`src/rtl/uart_rx_fsm_if.sv`:
```
// Control/status bundle between the UART RX control FSM and its datapath
// (sampler, deserializer, start/parity/stop checkers).
// master: the FSM (drives enables, counters, data_valid).
// slave : the datapath (drives checker results back).
interface uart_rx_fsm_if #(
  parameter int PRESCALE_W = 6
);
  logic                  dat_samp_en;
  logic [PRESCALE_W-1:0] edge_cnt;
  logic [3:0]            bit_cnt;
  logic                  deser_en;
  logic                  strt_chk_en;
  logic                  par_chk_en;
  logic                  stp_chk_en;
  logic                  data_valid;
  logic                  par_err;
  logic                  strt_glitch;
  logic                  stp_err;

  modport master (
    output dat_samp_en, edge_cnt, bit_cnt, deser_en,
           strt_chk_en, par_chk_en, stp_chk_en, data_valid,
    input  par_err, strt_glitch, stp_err
  );

  modport slave (
    input  dat_samp_en, edge_cnt, bit_cnt, deser_en,
           strt_chk_en, par_chk_en, stp_chk_en, data_valid,
    output par_err, strt_glitch, stp_err
  );
endinterface

```
`src/rtl/uart_rx_fsm.sv`:
```
// UART receiver control FSM.
// Frame: start, DATA_WIDTH data bits LSB-first, optional parity, stop.
// Owns the oversampling edge counter and bit counter, strobes the sampler,
// deserializer and checkers, and pulses data_valid once per good frame.
// Optional build macro UART_RX_ERR_CNT_EN adds a saturating 8-bit count
// of dropped frames on port err_cnt.
module uart_rx_fsm #(
  parameter int DATA_WIDTH = 8,
  parameter int PRESCALE_W = 6
) (
  input  logic                  CLK,
  input  logic                  RST,
  input  logic                  RX_IN,
  input  logic                  PAR_EN,
  input  logic [PRESCALE_W-1:0] Prescale,
  uart_rx_fsm_if.master         ctl
`ifdef UART_RX_ERR_CNT_EN
  ,
  output logic [7:0]            err_cnt
`endif
);

  typedef enum logic [2:0] {
    IDLE   = 3'd0,
    START  = 3'd1,
    DATA   = 3'd2,
    PARITY = 3'd3,
    STOP   = 3'd4
  } state_e;

  state_e                state;
  logic [PRESCALE_W-1:0] presc_q;
  logic [PRESCALE_W-1:0] edge_q;
  logic [3:0]            bit_q;
  logic                  dv_q;

  // Bit-timing landmarks derived from the prescale latched at frame start.
  logic [PRESCALE_W-1:0] half;
  logic [PRESCALE_W-1:0] strb_edge;
  logic [PRESCALE_W-1:0] last_edge;
  logic                  end_of_bit;
  logic                  at_strb;
  logic [PRESCALE_W-1:0] edge_nxt;
  logic [3:0]            bit_nxt;
  logic                  last_data;

  assign half       = presc_q >> 1;
  // Sampler votes at H-1, H, H+1; its result is stable from H+2.
  assign strb_edge  = half + PRESCALE_W'(2);
  assign last_edge  = presc_q - PRESCALE_W'(1);
  assign end_of_bit = (edge_q == last_edge);
  assign at_strb    = (edge_q == strb_edge);
  assign last_data  = (bit_q == 4'(DATA_WIDTH));

  // Free-running advance used by every active state; wraps at end of bit.
  assign edge_nxt = end_of_bit ? '0 : edge_q + PRESCALE_W'(1);
  assign bit_nxt  = end_of_bit ? bit_q + 4'd1 : bit_q;

  // Drop conditions are also what the optional error counter counts.
  logic drop;
  assign drop = end_of_bit &&
                (((state == START)  && ctl.strt_glitch) ||
                 ((state == PARITY) && ctl.par_err)     ||
                 ((state == STOP)   && ctl.stp_err));

  // Main FSM: state, counters, latched prescale and registered data_valid.
  always_ff @(posedge CLK or negedge RST) begin
    if (!RST) begin
      state   <= IDLE;
      presc_q <= '0;
      edge_q  <= '0;
      bit_q   <= '0;
      dv_q    <= 1'b0;
    end else begin
      dv_q <= 1'b0;
      case (state)
        IDLE: begin
          edge_q <= '0;
          bit_q  <= '0;
          if (!RX_IN) begin
            state   <= START;
            presc_q <= Prescale;
          end
        end

        START: begin
          edge_q <= edge_nxt;
          bit_q  <= bit_nxt;
          if (end_of_bit) begin
            if (ctl.strt_glitch) begin
              state  <= IDLE;
              edge_q <= '0;
              bit_q  <= '0;
            end else begin
              state <= DATA;
            end
          end
        end

        DATA: begin
          edge_q <= edge_nxt;
          bit_q  <= bit_nxt;
          // PAR_EN only matters here, so a mid-frame change cannot
          // split one frame across two formats.
          if (end_of_bit && last_data)
            state <= PAR_EN ? PARITY : STOP;
        end

        PARITY: begin
          edge_q <= edge_nxt;
          bit_q  <= bit_nxt;
          if (end_of_bit) begin
            if (ctl.par_err) begin
              state  <= IDLE;
              edge_q <= '0;
              bit_q  <= '0;
            end else begin
              state <= STOP;
            end
          end
        end

        STOP: begin
          edge_q <= edge_nxt;
          bit_q  <= bit_nxt;
          if (end_of_bit) begin
            edge_q <= '0;
            bit_q  <= '0;
            if (ctl.stp_err) begin
              state <= IDLE;
            end else begin
              dv_q <= 1'b1;
              // Line already low at stop end: next start bit follows
              // directly, so skip IDLE and re-latch the prescale.
              if (!RX_IN) begin
                state   <= START;
                presc_q <= Prescale;
              end else begin
                state <= IDLE;
              end
            end
          end
        end

        default: begin
          state  <= IDLE;
          edge_q <= '0;
          bit_q  <= '0;
        end
      endcase
    end
  end

  logic samp_en, deser_en, strt_en, par_en, stp_en;

  // One-cycle strobes decoded from state and edge position; zero in IDLE
  // and in any unused encoding.
  always_comb begin
    samp_en  = 1'b0;
    deser_en = 1'b0;
    strt_en  = 1'b0;
    par_en   = 1'b0;
    stp_en   = 1'b0;
    case (state)
      START: begin
        samp_en = 1'b1;
        strt_en = at_strb;
      end
      DATA: begin
        samp_en  = 1'b1;
        deser_en = at_strb;
      end
      PARITY: begin
        samp_en = 1'b1;
        par_en  = at_strb;
      end
      STOP: begin
        samp_en = 1'b1;
        stp_en  = at_strb;
      end
      default: ;
    endcase
  end

  assign ctl.dat_samp_en = samp_en;
  assign ctl.edge_cnt    = edge_q;
  assign ctl.bit_cnt     = bit_q;
  assign ctl.deser_en    = deser_en;
  assign ctl.strt_chk_en = strt_en;
  assign ctl.par_chk_en  = par_en;
  assign ctl.stp_chk_en  = stp_en;
  assign ctl.data_valid  = dv_q;

`ifdef UART_RX_ERR_CNT_EN
  logic [7:0] err_q;

  // Saturating count of frames dropped by any checker.
  always_ff @(posedge CLK or negedge RST) begin
    if (!RST)
      err_q <= '0;
    else if (drop && (err_q != 8'hFF))
      err_q <= err_q + 8'd1;
  end

  assign err_cnt = err_q;
`else
  logic unused_drop;
  assign unused_drop = drop;
`endif

endmodule
```
`src/flat_wrapper.sv`:
```
// flat-port wrapper written by rule: the top's interface ports become plain ports
module uart_rx_fsm_flat 
#(
  parameter int DATA_WIDTH = 8,
  parameter int PRESCALE_W = 6
)
  (CLK, RST, RX_IN, PAR_EN, Prescale, ctl_dat_samp_en, ctl_edge_cnt, ctl_bit_cnt, ctl_deser_en, ctl_strt_chk_en, ctl_par_chk_en, ctl_stp_chk_en, ctl_data_valid, ctl_par_err, ctl_strt_glitch, ctl_stp_err);
  uart_rx_fsm_if #(.PRESCALE_W(PRESCALE_W)) ctl_i ();
  input  logic CLK;
  input  logic RST;
  input  logic RX_IN;
  input  logic PAR_EN;
  input  logic [PRESCALE_W-1:0] Prescale;
  output wire logic [$bits(ctl_i.dat_samp_en)-1:0] ctl_dat_samp_en;
  output wire logic [$bits(ctl_i.edge_cnt)-1:0] ctl_edge_cnt;
  output wire logic [$bits(ctl_i.bit_cnt)-1:0] ctl_bit_cnt;
  output wire logic [$bits(ctl_i.deser_en)-1:0] ctl_deser_en;
  output wire logic [$bits(ctl_i.strt_chk_en)-1:0] ctl_strt_chk_en;
  output wire logic [$bits(ctl_i.par_chk_en)-1:0] ctl_par_chk_en;
  output wire logic [$bits(ctl_i.stp_chk_en)-1:0] ctl_stp_chk_en;
  output wire logic [$bits(ctl_i.data_valid)-1:0] ctl_data_valid;
  input wire logic [$bits(ctl_i.par_err)-1:0] ctl_par_err;
  input wire logic [$bits(ctl_i.strt_glitch)-1:0] ctl_strt_glitch;
  input wire logic [$bits(ctl_i.stp_err)-1:0] ctl_stp_err;
  assign ctl_dat_samp_en = ctl_i.dat_samp_en;
  assign ctl_edge_cnt = ctl_i.edge_cnt;
  assign ctl_bit_cnt = ctl_i.bit_cnt;
  assign ctl_deser_en = ctl_i.deser_en;
  assign ctl_strt_chk_en = ctl_i.strt_chk_en;
  assign ctl_par_chk_en = ctl_i.par_chk_en;
  assign ctl_stp_chk_en = ctl_i.stp_chk_en;
  assign ctl_data_valid = ctl_i.data_valid;
  assign ctl_i.par_err = ctl_par_err;
  assign ctl_i.strt_glitch = ctl_strt_glitch;
  assign ctl_i.stp_err = ctl_stp_err;
  uart_rx_fsm #(.DATA_WIDTH(DATA_WIDTH), .PRESCALE_W(PRESCALE_W)) u_core (.CLK(CLK), .RST(RST), .RX_IN(RX_IN), .PAR_EN(PAR_EN), .Prescale(Prescale), .ctl(ctl_i));
endmodule
```
`config.mk`:
```
export PLATFORM = sky130hd
export DESIGN_NAME = uart_rx_fsm_flat
export DESIGN_NICKNAME = d
export VERILOG_FILES = /design/src/rtl/uart_rx_fsm_if.sv /design/src/rtl/uart_rx_fsm.sv /design/src/flat_wrapper.sv
export SDC_FILE = /design/constraint.sdc
export NUM_CORES = 1
export LEC_CHECK = 0
export BUFFER_PORTS_ARGS = -buffer_cell sky130_fd_sc_hd__clkbuf_2
export CAP_MARGIN = 20
export CORE_MARGIN = 1
export CORE_UTILIZATION = 58
export DETAILED_ROUTE_END_ITERATION = 7
export PLACE_DENSITY = 0.93
export SYNTH_ARGS = -nofsm -noshare
export SYNTH_HDL_FRONTEND = slang
export SYNTH_SLANG_ARGS = --single-unit
```
`constraint.sdc`:
```
create_clock -name CLK -period 3.6 [get_ports CLK]
set_clock_uncertainty 0.1 [all_clocks]
set_input_delay 0.18 -clock CLK [delete_from_list [all_inputs] [get_ports CLK]]
set_output_delay 0.18 -clock CLK [all_outputs]
set_load 0.005 [all_outputs]
```
; ---- Word-level counts from Yosys, hierarchy flattened
; Index checks and enable logic that the tools add are counted.
[word_totals]
ff_bits = 20
latch_bits = 0
ram_bits = 0
mem_bits_ro = 0
inputBits = 13
out_inout_bits = 16
word_cells = 65
mem_count = 0
[op_classes]
n_addsub = 4
multipliers = 0
div_mod_pow = 0
order_cmp = 0
eq_ne = 13
n_shift = 0
n_mux = 37
bitwise_logic = 0
n_reduce_logical = 6
[op_table]
columns = op, count
row1 = $mux W6, 9
row2 = $mux W3, 8
row3 = $mux W4, 6
row4 = $pmux W6 S4, 1
row5 = $pmux W4 S4, 1
row6 = $pmux W3 S5, 1
row7 = $eq A6 B6 Y1, 2
row8 = $pmux W6 S2, 1
row9 = $mux W1, 9
row10 = $ne A2 B1 Y1 const B, 4
row11 = $add A5 B2 Y6 const B, 1
row12 = $add A6 B1 Y6 const B, 1
row13 = $eq A3 B2 Y1 const B, 2
row14 = $sub A6 B1 Y6 const B, 1
row15 = $reduce_and A5 Y1, 1
row16 = $add A4 B1 Y4 const B, 1
row17 = $eq A4 B4 Y1 const B, 1
row18 = $ne A2 B2 Y1 const B, 2
row19 = $reduce_or A4 Y1, 1
row20 = $eq A3 B1 Y1 const B, 1
row21 = $eq A3 B3 Y1 const B, 1
row22 = $logic_not A3 Y1, 1
row23 = $reduce_and A3 Y1, 1
row24 = $mux W2, 1
row25 = 2 further kinds, 2

; ---- Logic depth before layout (Yosys ltp)
; Gate-level depths: netlist of the first run.
[logic_depth]
ltp_word = 6
depth_mapped = 11
mapped_depth_nobuf = 10

; ---- Worst setup path before layout of the first run
; No wires, ideal clock.
[synth_path]
kind = flip-flop to flip-flop
start = register u_core.presc_q[0]
end = register u_core.presc_q[0]
setup_time_ps = 125
arrival_ps = 2159
required_time_ps = 3375
setup_slack_ps = 1216
path_stages_with_launch = 9
n_path_buf = 0
period_less_slack_ps = 2384
cell_sequence = dfrtp_1 -> inv_1 -> ha_1 -> nand2b_1 -> and3_4 -> nor3_4 -> nand4b_1 -> a2111o_1 -> mux2_4
[synth_via]
elab_chain_cells = 4
elab_cells_between_ends = 8
cone_classes = add/sub (1) / eq/ne (2) / mux (4) / reduce/logical (1)
[synth_rtl]
columns = item, line
row1 = start: declaration, uart_rx_fsm.sv:32  ; logic [PRESCALE_W-1:0] presc_q;
row2 = start signal: assignment, uart_rx_fsm.sv:82  ; presc_q <= Prescale;
row3 = start signal: assignment, uart_rx_fsm.sv:137  ; presc_q <= Prescale;
row4 = $sub A6 B1 Y6 or $mux W6 (tied branches), -
row5 = $eq A6 B6 Y1 or $mux W6 (tied branches), -
row6 = $ne A2 B1 Y1 (no source line) or $mux W6 (tied branches), -
row7 = $reduce_and A3 Y1 (no source line) or $pmux W6 S2 (tied branches), -
; Parallel ways exist; a longest one is shown, timed or not. The select of a mux whose other input is x is not followed.
; A chain may end at the register's enable or synchronous reset.

; ---- Worst setup path in the final report of the first run
[layout_path]
start = register u_core.presc_q[0]
end = register u_core.bit_q[0], in the netlist u_core.ctl.bit_cnt[0]
[layout_via]
elab_chain_cells = 6
elab_cells_between_ends = 9
cone_classes = add/sub (1) / eq/ne (1) / mux (7)
[layout_rtl]
columns = item, line
row1 = $sub A6 B1 Y6 *, uart_rx_fsm.sv:50  ; assign last_edge = presc_q - PRESCALE_W'(1);
row2 = $eq A6 B6 Y1 *, uart_rx_fsm.sv:51  ; assign end_of_bit = (edge_q == last_edge);
row3 = $mux W4, uart_rx_fsm.sv:57  ; assign bit_nxt = end_of_bit ? bit_q + 4'd1 : bit_q;
row4 = "$mux W4, on equally long branches", "uart_rx_fsm.sv:113, uart_rx_fsm.sv:90"
row5 = "$mux W4, on equally long branches", "uart_rx_fsm.sv:112, uart_rx_fsm.sv:89"
row6 = $pmux W4 S4 *, uart_rx_fsm.sv:76  ; case (state)
row7 = end signal: assignment, uart_rx_fsm.sv:88  ; bit_q <= bit_nxt;
row8 = end signal: assignment, uart_rx_fsm.sv:111  ; bit_q <= bit_nxt;
row9 = end signal: assignment, uart_rx_fsm.sv:125  ; bit_q <= bit_nxt;
row10 = end: declaration, uart_rx_fsm.sv:34  ; logic [3:0] bit_q;
; Mark *: on every way between the ends. The rest lies on a longest branch, timed or not.

==> results of run 1 <==
-- per-stage QoR --
step | area (sq um) | setup WS [ns]
floorplan | 1393 | 1.216
global placement | 1541 | 1.124
detailed placement | 1541 | 1.064
CTS | 1584 | 1.039
global route | 1594 | 0.8547
finish | 1594 | 0.9968
-- sequential cells by signal (all words and copies together), names as in the netlist --
signal and cells:
u_core.state 3, u_core.presc_q 6, u_core.ctl.data_valid 1, u_core.ctl.edge_cnt 6, u_core.ctl.bit_cnt 4
-- layer usage --
| layer | wire length (um) | global-route usage (%) | vias up |
|---|---|---|---|
| met3 | 101 | 5.060 | 6 |
| met4 | 44 | 10.19 | 0 |
| met1 | 1398 | 35.04 | 583 |
| met2 | 1554 | 43.42 | 33 |
| li1 | - | - | 577 |
| met5 | 0 | 0 | - |
-- cell type report --
cell class	instances	share of cell area [%]
multi-input cells	116	51.73
flip-flops and latches	20	31.40
repair buffers	31	10.68
inverters	11	2.590
well taps	28	2.198
clock buffers	3	1.413
-- logic make-up (layout without fill, tap and decap cells) --
kind of cell / count (synthesis) / count (layout)
AND/OR/NAND/NOR: 58 / 58
flip-flops: 20 / 20
XOR/XNOR: 21 / 21
multiplexers: 6 / 6
buffers and inverters: 17 / 45
adder cells (fa/ha/maj): 8 / 8
AO/OA/AOI/OAI: 23 / 23
-- synth_stat cells --
cell type and number:
xnor2_1 13, o21ai_0 3, o21ai_1 5, o211ai_1 1, nor2_1 19, nand2_1 13, ha_1 8, nand4b_1 1
or2_1 1, nor3_4 1, inv_1 11, a32oi_1 1, nor2b_1 1, nor3_2 2, clkbuf_1 3, buf_2 3
and3_4 1, mux2_4 6, and2_1 2, or3_1 2, o31ai_1 1, a2111o_1 1, xor2_1 8, a211o_1 1
o2111ai_1 1, a311o_1 1, o41ai_1 1, nor3_1 3, and3_1 1, o32a_1 1, o221ai_1 1, dfrtp_1 20
nand2b_1 3, a31oi_1 1, nand3_1 8, a21oi_1 4
-- how the worst max path moves through the flow --
stage	endpoint	from	slack (ns)
finish	u_core.ctl.bit_cnt[0]	u_core.presc_q[0]	1.0
global route	u_core.ctl.bit_cnt[0]	u_core.presc_q[2]	0.85
CTS	u_core.presc_q[5]	u_core.presc_q[0]	1.04
detailed placement	u_core.presc_q[0]	u_core.presc_q[0]	1.06
global placement	u_core.presc_q[2]	u_core.presc_q[0]	1.12
floorplan	u_core.presc_q[0]	u_core.presc_q[0]	1.22
-- where the power goes --
| part | switching [mW] | internal, mW | total, mW |
|---|---|---|---|
| combinational | 0.375 | 0.325 | 0.700 |
| sequential | 0.142 | 0.290 | 0.432 |
| clock | 0.0675 | 0.0390 | 0.107 |
-- worst max-delay path, cell delays in order, from the launching register on --
cell	delay [ns]
dfrtp_1	0.45
inv_1	0.07
ha_1	0.31
xnor2_1	0.16
nor3_2	0.30
nand3_1	0.38
ha_1	0.43
a211o_1	0.24
o211ai_1	0.09
==> parameters.txt, run 1 <==
Parameter                              Value

STA
  Fin crit period ... roughly 2.6 ns
  Final-report max-slew violation count ... 0
  Slew headroom ... 61.31%
  Final hold slack ... between 0.005 and 0.006 ns
  Unrepaired setup endpoints after global routing ... no
  Max Freq ... 384.1 MHz
  Final number of hold-violating endpoints ... 0
  Period utilisation layout ... 72.31%
  Final setup violation count ... 0
  Pin slew with the least headroom to its limit ... 0.5777 ns
  Final sum of negative setup slack ... 0 ns

Routing
  First-iteration detailed-routing DRC count ... 32
  Routed length per instance ... 14.82 um
  Mean number of vias per cell ... 5.737
  # DRC ... 0
  Vias ... 1199
  Post-DRT Antenna Nets ... 0
  Drt total wl ... 3.098 mm
  TritonRoute pass-1 iters ... 4

Power and ir drop
  Static leakage power ... 0.7516 nW
  Power, Total ... roughly 1.2 mW
  Ratio of total power to cell area ... 777.1 nW/um^2
  Worst ir drop on vdd ... approximately 0.59 mV

Global route
  Maximum number of pins on one net before global-route repair ... 21
  Total global routing track utilization ... 26.74%
  Global-route wire length before repair ... 5.175 mm
  Initial antenna violation count ... 0
  Vias in the first global route ... about 1100
  Grt total ovfl ... 0

Synthesis
  Synth Warn # ... 0
  Distinct cell type count of the synthesized netlist ... 36
  Post-Synthesis Net Count ... 174
  Sequential cell area fraction in the yosys report ... between 30% and 40%
  Synth Register Bits ... 20
  Gate Count Post-Synth ... 153
  Simple-gate share of the synthesized area ... 21.11%
  Area share of xor/xnor cells in the synthesized design ... 13.21%
  Top-area cell type share of the netlist area ... 35.94%
  Largest cells by area after synthesis ... dfrtp_1 (36%), xnor2_1 (8.2%), ha_1 (7.2%), mux2_4 (6.5%), nor2_1 (5.1%)
  Mux cell area share after synthesis ... 6.469%
  Netlist area before placement ... 1393 sq um
  Synth Area per Inst ... 9.102 sq um
  Area fraction in compound gates after synthesis ... ~11%
  Synth area leader ... dfrtp_1
  Area share of fa/ha/maj cells after synthesis ... 7.188%
  Main combinational cell family by area after synthesis ... simple AND/OR/NAND/NOR gates

Finish
  Layout cells sized above 1 ... 22.65%
  Antenna diode instance count ... 0
  Post-layout util ... 71.37%
  Most frequent cells in the layout ... clkbuf_2 (28), dfrtp_1 (20), nor2_1 (19), xnor2_1 (13), nand2_1 (13)
  Filler Cell Count ... 166
  Net count reported at finish ... around 200
  Area occupied by registers ... 500.5 sq um
  Non-filler instance count after layout ... 209
  Leading cell type in the layout, fill and taps excluded ... clkbuf_2
  Layout-stage area growth over the synthesis result ... 14.47%
  Area taken by multi-input logic gates ... 824.5 sq um

Worst hold path
  Hold Crit Depth ... 2
  Worst hold-check path type ... input port to flop
  Worst Min Path Start ... Prescale[5]
  Worst min-delay path endpoint ... u_core.presc_q[5]

Clock tree
  # resized after CTS ... 0
  Clock-pin slew on the worst setup and hold paths ... 0.11 ns
  Clock sink count ... 20
  Total clock buffers created by CTS ... 3
  Clock latency reported for the late side of the worst-skew pair ... approximately 0.3 ns
  CTS tree ... yes
  Clock root cell ... clkbuf_4
  Post-CTS Setup Repair Bufs ... 0
  CTS Hold Buffers Added ... 2
  Number of buffers on the longest clock path ... 2
  # H-tree levels ... 1

Place
  # port buffers ... 28
  Total half-perimeter wirelength after legalization and detailed placement ... between 2 and 2.5 mm
  # placed instances ... slightly above 200
  Routability cong. ... 0.8666

Status
  Status ... completed

Setup path
  Startpoint class of the critical path ... flop
  CP Class ... flop to flop
  Crit Reg-Reg Endpoint ... u_core.ctl.bit_cnt[0]
  Worst EP arrival ... around 2.7 ns
  CP Capture Type ... flop
  Worst reg2reg setup slack ... ~1.0 ns
  Highest fanout seen on the critical path ... 10
  Depth of the worst register-to-register path ... 8
  Reg2reg start ... u_core.presc_q[0]
  Required time of the critical path ... about 3.7 ns

Floorplanning
  Count of pins on the block boundary ... 29
  Horiz. Die Dim ... 51 um
  Placement row count ... 17
  Initial core utilization ... between 60% and 70%
  Area enclosed by the die boundary ... 2601 sq um
  Std-Cell Core Area ... 2233 sq um
  Die boundary height ... 51 um

Run
  Max-cap violations ... 0
Power figures use the tool's default switching activity.
==> inputs of run 2 (changes only) <==
CORE_ASPECT_RATIO = 2   (was unset)
CORE_UTILIZATION = 49   (was 58)
PLACE_DENSITY = 0.85   (was 0.93)
clock period = 2.29 ns   (was 3.6 ns; I/O delays follow)
==> run 2 against run 1 <==
The flow now finishes with violations (setup timing). Sequential share of layout area fell by 6.2 points. Register-to-register slack got worse by 1.1 ns. Global-route usage rose by 0.36 points. Wire length rose by 19%. Count of clock-buffer cells in the layout did not move. Cell area rose by 25%. Critical path depth fell by 1. Maximum frequency rose by 8.0%. Non-clock buffer count rose by 31. Largest power group unchanged.
==> parameters.txt, run 2 (same netlist as run 1, synthesis figures left out) <==
Parameter                              Value

Worst hold path
  Worst Min Path Start ... PAR_EN
  Worst min-delay path endpoint ... u_core.state[2]
  Worst hold-check path type ... input port to flop
  Hold Crit Depth ... 3 (+1)

Status
  Status ... finished, violations left
  Failing checks ... setup timing

Power and ir drop
  Cell internal pwr ... 1.438 mW (+120%)
  Static leakage power ... 0.9280 nW (+23%)
  Power, Total ... 2.580 mW (+110%)
  Net Switching ... 1.142 mW (+95%)
  Ratio of total power to cell area ... 1298 nW/um^2 (+67%)
  Net switching fraction of the power ... 44.27% (-2.9 points)
  Clock share of power ... 8.9% (+0.3 points)
  Fraction of power consumed by combinational cells ... 66.2% (+9.7 points)
  Power share of the sequential group ... 24.9% (-10 points)
  Worst ir drop on vdd ... 0.8648 mV (+47%)

Finish
  Antenna diode instance count ... 0 (unchanged)
  Leading cell type in the layout, fill and taps excluded ... clkbuf_2
  Net count reported at finish ... 235 (+15%)
  Non-filler instance count after layout ... 241 (+15%)
  Most frequent cells in the layout ... clkbuf_2 (27), buf_4 (25), dfrtp_1 (19), nor2_1 (15), nand2_1 (12)
  Layout-stage area growth over the synthesis result ... 42.77%
  Layout cells sized above 1 ... 41.04% (+18 points)

Routing
  Post-DRT Antenna Nets ... 0 (unchanged)
  Mean number of vias per cell ... 5.564 (-3.0%)
  Routed length per instance ... 15.35 um (+3.6%)
  Drt total wl ... 3.700 mm (+19%)
  First-iteration detailed-routing DRC count ... 37 (+16%)
  # DRC ... 0 (unchanged)
  TritonRoute pass-1 iters ... 4 (unchanged)
  Vias ... 1341 (+12%)

STA
  Pin slew with the least headroom to its limit ... 0.5065 ns (-0.07119 ns)
  Fin crit period ... 2.410 ns (-0.1934 ns)
  Min setup slack post-route ... -0.1198 ns (-1.117 ns)
  Unrepaired setup endpoints after global routing ... yes
  Final setup violation count ... 6 (+6)
  Final sum of negative setup slack ... -0.6832 ns (-0.6832 ns)
  Final number of hold-violating endpoints ... 0 (unchanged)
  Max Freq ... 415.0 MHz (+8.0%)
  Final-report max-slew violation count ... 0 (unchanged)
  Slew headroom ... 66.23% (+4.9 points)
  Period utilisation layout ... 105.2% (+33 points)

Place
  Total half-perimeter wirelength after legalization and detailed placement ... 2.551 mm (+9.7%)
  # port buffers ... 28 (unchanged)
  # placed instances ... 221 (+8.9%)
  Routability cong. ... 0.9178 (+5.9%)
  Post-place setup slack ... -0.1052 ns (-1.169 ns)

Clock tree
  Number of buffers on the longest clock path ... 2 (unchanged)
  Clock latency reported for the late side of the worst-skew pair ... 0.27 ns (-0.03 ns)
  Total clock buffers created by CTS ... 3 (unchanged)
  Clock-pin slew on the worst setup and hold paths ... 0.06 ns (-0.05 ns)
  CTS tree ... yes
  Clock sink count ... 20 (unchanged)
  Clock root cell ... clkbuf_8
  # H-tree levels ... 1 (unchanged)

Floorplanning
  Std-Cell Core Area ... 2736 sq um (+23%)
  Initial core utilization ... 50.89% (-11 points)
  Horiz. Die Dim ... 39.70 um (-22%)
  Area enclosed by the die boundary ... 3072 sq um (+18%)
  Die boundary height ... 77.39 um (+52%)
  Count of pins on the block boundary ... 29 (unchanged)
  Placement row count ... 27 (+10)

Setup path
  Required time of the critical path ... 2.34 ns (-1.38 ns)
  CP Capture Type ... flop
  Depth of the worst register-to-register path ... 7 (-1)
  Series of cell instances along the critical path ... buf_6 > nor3_4 > xnor2_2 > nor3_2 > nand4b_1 > a2111o_2 > mux2_4
  Worst EP arrival ... 2.46 ns (-0.27 ns)
  Buf+Inv Stages, Crit Path ... 1 (unchanged)
  Crit Reg-Reg Endpoint ... u_core.presc_q[1]
  Startpoint class of the critical path ... flop
  Launching element of the worst setup path ... u_core.presc_q[2]
  CP max-delay cell ... a2111o_2
  Kind of cell adding the most delay to the critical path ... simple AND/OR/NAND/NOR gates
  Worst reg2reg setup slack ... -0.12 ns (-1.12 ns)
  Reg2reg start ... u_core.presc_q[2]
  CP Class ... flop to flop
  Delay of the slowest cell on the worst path ... 0.56 ns (+0.11 ns)
  Highest fanout seen on the critical path ... 6 (-4)

Global route
  Total global routing track utilization ... 27.10% (+0.36 points)
  Global-route wire length before repair ... 5.589 mm (+8.0%)
  Maximum number of pins on one net before global-route repair ... 21 (unchanged)
  Grt total ovfl ... 0 (unchanged)
  Vias in the first global route ... 1244 (+11%)
  Initial antenna violation count ... 0 (unchanged)

Run
  Max-cap violations ... 0 (unchanged)
run 2: changes by cell type in the layout (fill, tap and decap cells not counted), sizes merged:
cell,change
buf,+27
clkbuf,-1
dlygate4sd3,+5
run 2: final cells by class:
class                      count  area (sq um)
sequential                    20         501.7
multi-input combinational    116         948.4
tap                           29         36.28
clock buffer                   3         41.29
timing repair buffer          62         419.2
inverter                      11         41.29
fill                         205         748.2
run 2: per-layer routing:
layer | vias to the layer above | track usage [%] | routed length [um]
met2 | 44 | 51.31 | 2175
met3 | 13 | 1.714 | 97
met4 | 0 | 13.10 | 146
met5 | - | 0 | 0
li1 | 636 | - | -
met1 | 648 | 25.90 | 1280
run 2: power groups by stage:
stage	registers, mW	clock network (mW)	logic (mW)
after floorplan	0.568	0	0.950
final	0.643	0.230	1.71
after CTS	0.631	0.234	1.57
after global routing	0.656	0.249	1.83
after global placement	0.633	0	1.32
after detailed placement	0.638	0	1.36
run 2: timing repair:
action,in CTS,in global routing
setup endpoints to repair,12,15
hold endpoints to repair,27,0
pin swaps,9,8
resized for setup,10,19
hold buffers,8,0
setup buffers,10,0
run 2: metrics by stage:
step | instance area, sq um | utilization (%) | hold WS, ns
5_1_grt | 1988 | 72.66 | 0.1006
3_5_place_dp | 1670 | 61.04 | 0.006315
4_1_cts | 1919 | 70.14 | 0.08054
6_report | 1988 | 72.66 | 0.08130
2_1_floorplan | 1395 | - | -0.2811
3_3_place_gp | 1670 | 61.04 | 0.004780
run 2: worst register-to-register path, cell delays in order, from the launching register on:
cell	delay [ns]
dfrtp_1	0.42
buf_6	0.14
nor3_4	0.26
xnor2_2	0.10
nor3_2	0.21
nand4b_1	0.17
a2111o_2	0.56
mux2_4	0.33
run 2: how the worst max path moves through the flow:
stage,endpoint,slack (ns),depth (start not counted)
2_1_floorplan,u_core.presc_q[0],0.00001,8
3_3_place_gp,u_core.presc_q[1],-0.03,7
3_5_place_dp,u_core.presc_q[1],-0.11,7
4_1_cts,u_core.presc_q[1],-0.1,7
5_1_grt,u_core.presc_q[5],-0.21,7
6_report,u_core.presc_q[1],-0.12,7
==> inputs of run 3 (changes only) <==
CAP_MARGIN = unset   (was 20)
HOLD_SLACK_MARGIN = 0.15   (was unset)
==> run 3 against run 2 <==
The flow still finishes with violations (setup timing). Critical path depth unchanged. Count of clock-buffer cells in the layout unchanged. Clock power about the same. First-iteration DRC count increased by 32%. Sequential cell count unchanged. Setup slack improved by 0.0037 ns. Worst hold slack improved by 0.12 ns. Wire length increased by 1.1%. Register-to-register slack about the same. Critical endpoint unchanged.
==> parameters.txt, run 3 (same netlist as run 1, synthesis figures left out) <==
Parameter                              Value

Finish
  Layout-stage area growth over the synthesis result ... 44.21%
  Net count reported at finish ... 237 (+0.85%)
  Layout cells sized above 1 ... 40.65% (-0.38 points)
  Design Area, Final ... 2008 sq um (+1.0%)
  Non-filler instance count after layout ... 243 (+0.83%)
  Antenna diode instance count ... 0 (unchanged)
  Area taken by multi-input logic gates ... 948.4 sq um (unchanged)
  Most frequent cells in the layout ... clkbuf_2 (27), buf_4 (25), dfrtp_1 (19), nor2_1 (15), nand2_1 (12)
  Filler Cell Count ... 203 (-0.98%)
  Leading cell type in the layout, fill and taps excluded ... clkbuf_2
  Post-layout util ... 73.39% (+0.73 points)
  Area occupied by registers ... 501.7 sq um (unchanged)

Status
  Status ... finished, violations left
  Failing checks ... setup timing

Global route
  Maximum number of pins on one net before global-route repair ... 21 (unchanged)
  Global-route wire length before repair ... 5.630 mm (+0.73%)
  Total global routing track utilization ... 27.32% (+0.22 points)
  GR met2 Demand/Resource ... 51.97% (+0.66 points)
  Grt total ovfl ... 0 (unchanged)
  Met1 capacity usage during global routing ... 25.90% (unchanged)
  Initial antenna violation count ... 0 (unchanged)
  Fraction of met3 tracks used by global routing ... 1.714% (unchanged)
  Vias in the first global route ... 1256 (+0.96%)
  Most Crowded Layer GR ... met2

Floorplanning
  Initial core utilization ... 50.89% (unchanged)
  Placement row count ... 27 (unchanged)
  Die boundary height ... 77.39 um (unchanged)
  Horiz. Die Dim ... 39.70 um (unchanged)
  Count of pins on the block boundary ... 29 (unchanged)
  Std-Cell Core Area ... 2736 sq um (unchanged)
  Area enclosed by the die boundary ... 3072 sq um (unchanged)

Power and ir drop
  Ratio of total power to cell area ... 1289 nW/um^2 (-0.71%)
  Cell internal pwr ... 1.442 mW (+0.27%)
  Power share of the sequential group ... 24.8% (about the same)
  Fraction of power consumed by combinational cells ... 66.4% (+0.2 points)
  Net Switching ... 1.146 mW (+0.32%)
  Static leakage power ... 0.9364 nW (+0.90%)
  Clock share of power ... 8.8% (about the same)
  Worst ir drop on vdd ... 0.8658 mV (+0.12%)
  Net switching fraction of the power ... 44.29% (about the same)

Place
  Total half-perimeter wirelength after legalization and detailed placement ... 2.551 mm (unchanged)
  # port buffers ... 28 (unchanged)
  Routability cong. ... 0.9178 (unchanged)
  # placed instances ... 221 (unchanged)
  Placed cell areas ... 1670 sq um (unchanged)

Setup path
  Required time of the critical path ... 2.34 ns (about the same)
  Depth of the worst register-to-register path ... 7 (unchanged)
  Worst EP arrival ... 2.45 ns (about the same)
  Startpoint class of the critical path ... flop
  CP Class ... flop to flop
  Highest fanout seen on the critical path ... 6 (unchanged)
  CP Capture Type ... flop

Routing
  Mean number of vias per cell ... 5.519 (-0.82%)
  Routed length per instance ... 15.39 um (+0.22%)
  TritonRoute pass-1 iters ... 4 (unchanged)
  Post-DRT Antenna Nets ... 0 (unchanged)
  Drt total wl ... 3.739 mm (+1.1%)
  # DRC ... 0 (unchanged)
  First-iteration detailed-routing DRC count ... 49 (+32%)
  Vias ... 1341 (unchanged)

Clock tree
  # H-tree levels ... 1 (unchanged)
  CTS tree ... yes
  Number of buffers on the longest clock path ... 2 (unchanged)
  Total clock buffers created by CTS ... 3 (unchanged)
  Clock root cell ... clkbuf_8
  Clock-pin slew on the worst setup and hold paths ... 0.06 ns (about the same)
  Clock latency reported for the late side of the worst-skew pair ... 0.27 ns (about the same)
  Clock sink count ... 20 (unchanged)

Worst hold path
  Hold Crit Depth ... 4 (+1)
  Worst hold-check path type ... input port to flop

STA
  Pin slew with the least headroom to its limit ... 0.5151 ns (+0.008583 ns)
  Final number of hold-violating endpoints ... 0 (unchanged)
  Fin crit period ... 2.406 ns (-0.003680 ns)
  Min setup slack post-route ... -0.1161 ns (+0.003680 ns)
  Max Freq ... 415.6 MHz (+0.15%)
  Final-report max-slew violation count ... 0 (unchanged)
  Final sum of negative setup slack ... -0.6566 ns (+0.02657 ns)
  Final setup violation count ... 6 (unchanged)
  Period utilisation layout ... 105.1% (-0.16 points)
  Slew headroom ... 65.66% (-0.57 points)
  Unrepaired setup endpoints after global routing ... yes

Run
  Max-cap violations ... 0 (unchanged)
## run 3: cell type report
class | instances | area share, %
inverters | 11 | 2.056
well taps | 29 | 1.807
flip-flops and latches | 20 | 24.98
repair buffers | 64 | 21.87
multi-input cells | 116 | 47.23
clock buffers | 3 | 2.056
## run 3: worst paths after layout
path / slack [ns] / from / endpoint
min: 0.20 / ctl_stp_err / u_core.state[0]
max: -0.12 / u_core.presc_q[1] / u_core.presc_q[1]
max in group asynchronous: 1.45 / RST / u_core.presc_q[3]
max reg2reg: -0.12 / u_core.presc_q[1] / u_core.presc_q[1]
min reg2reg: 0.44 / u_core.ctl.bit_cnt[3] / u_core.ctl.bit_cnt[3]
min in group asynchronous: 0.25 / RST / u_core.ctl.bit_cnt[2]
## run 3: power groups by stage
stage	sequential (mW)	combinational, mW	clock [mW]
after floorplan	0.568	0.950	0
after global placement	0.633	1.32	0
after detailed placement	0.638	1.36	0
after CTS	0.631	1.57	0.234
after global routing	0.656	1.84	0.249
final	0.642	1.72	0.229
## run 3: per-stage QoR
step | hold slack (ns) | total power [mW] | worst slack [ns]
after global placement | 0.004780 | 1.954 | -0.03358
after floorplan | -0.2811 | 1.517 | 0.00001354
after detailed placement | 0.006315 | 1.997 | -0.1052
final | 0.2033 | 2.588 | -0.1161
after global routing | 0.2163 | 2.742 | -0.2143
after CTS | 0.1940 | 2.439 | -0.09837
## run 3: metal layers
| metal | up-vias | wire length (um) |
|---|---|---|
| met5 | - | 0 |
| met1 | 651 | 1277 |
| li1 | 640 | - |
| met3 | 9 | 103 |
| met2 | 41 | 2237 |
| met4 | 0 | 121 |
## run 3: repair_timing
action,in CTS,in global routing
endpoints found under the hold margin,28,0
setup buffers,10,0
pin swaps,9,8
cloned,0,0
hold buffers,10,0
resized for setup,10,19
endpoints found under the setup margin,12,15
## run 3: worst max-delay path: stages (launching register included)
cell and delay (ns):
dfrtp_1 0.39, buf_4 0.15, nor3_4 0.28, xnor2_2 0.10, nor3_2 0.20, nand4b_1 0.17
a2111o_2 0.56, mux2_4 0.33
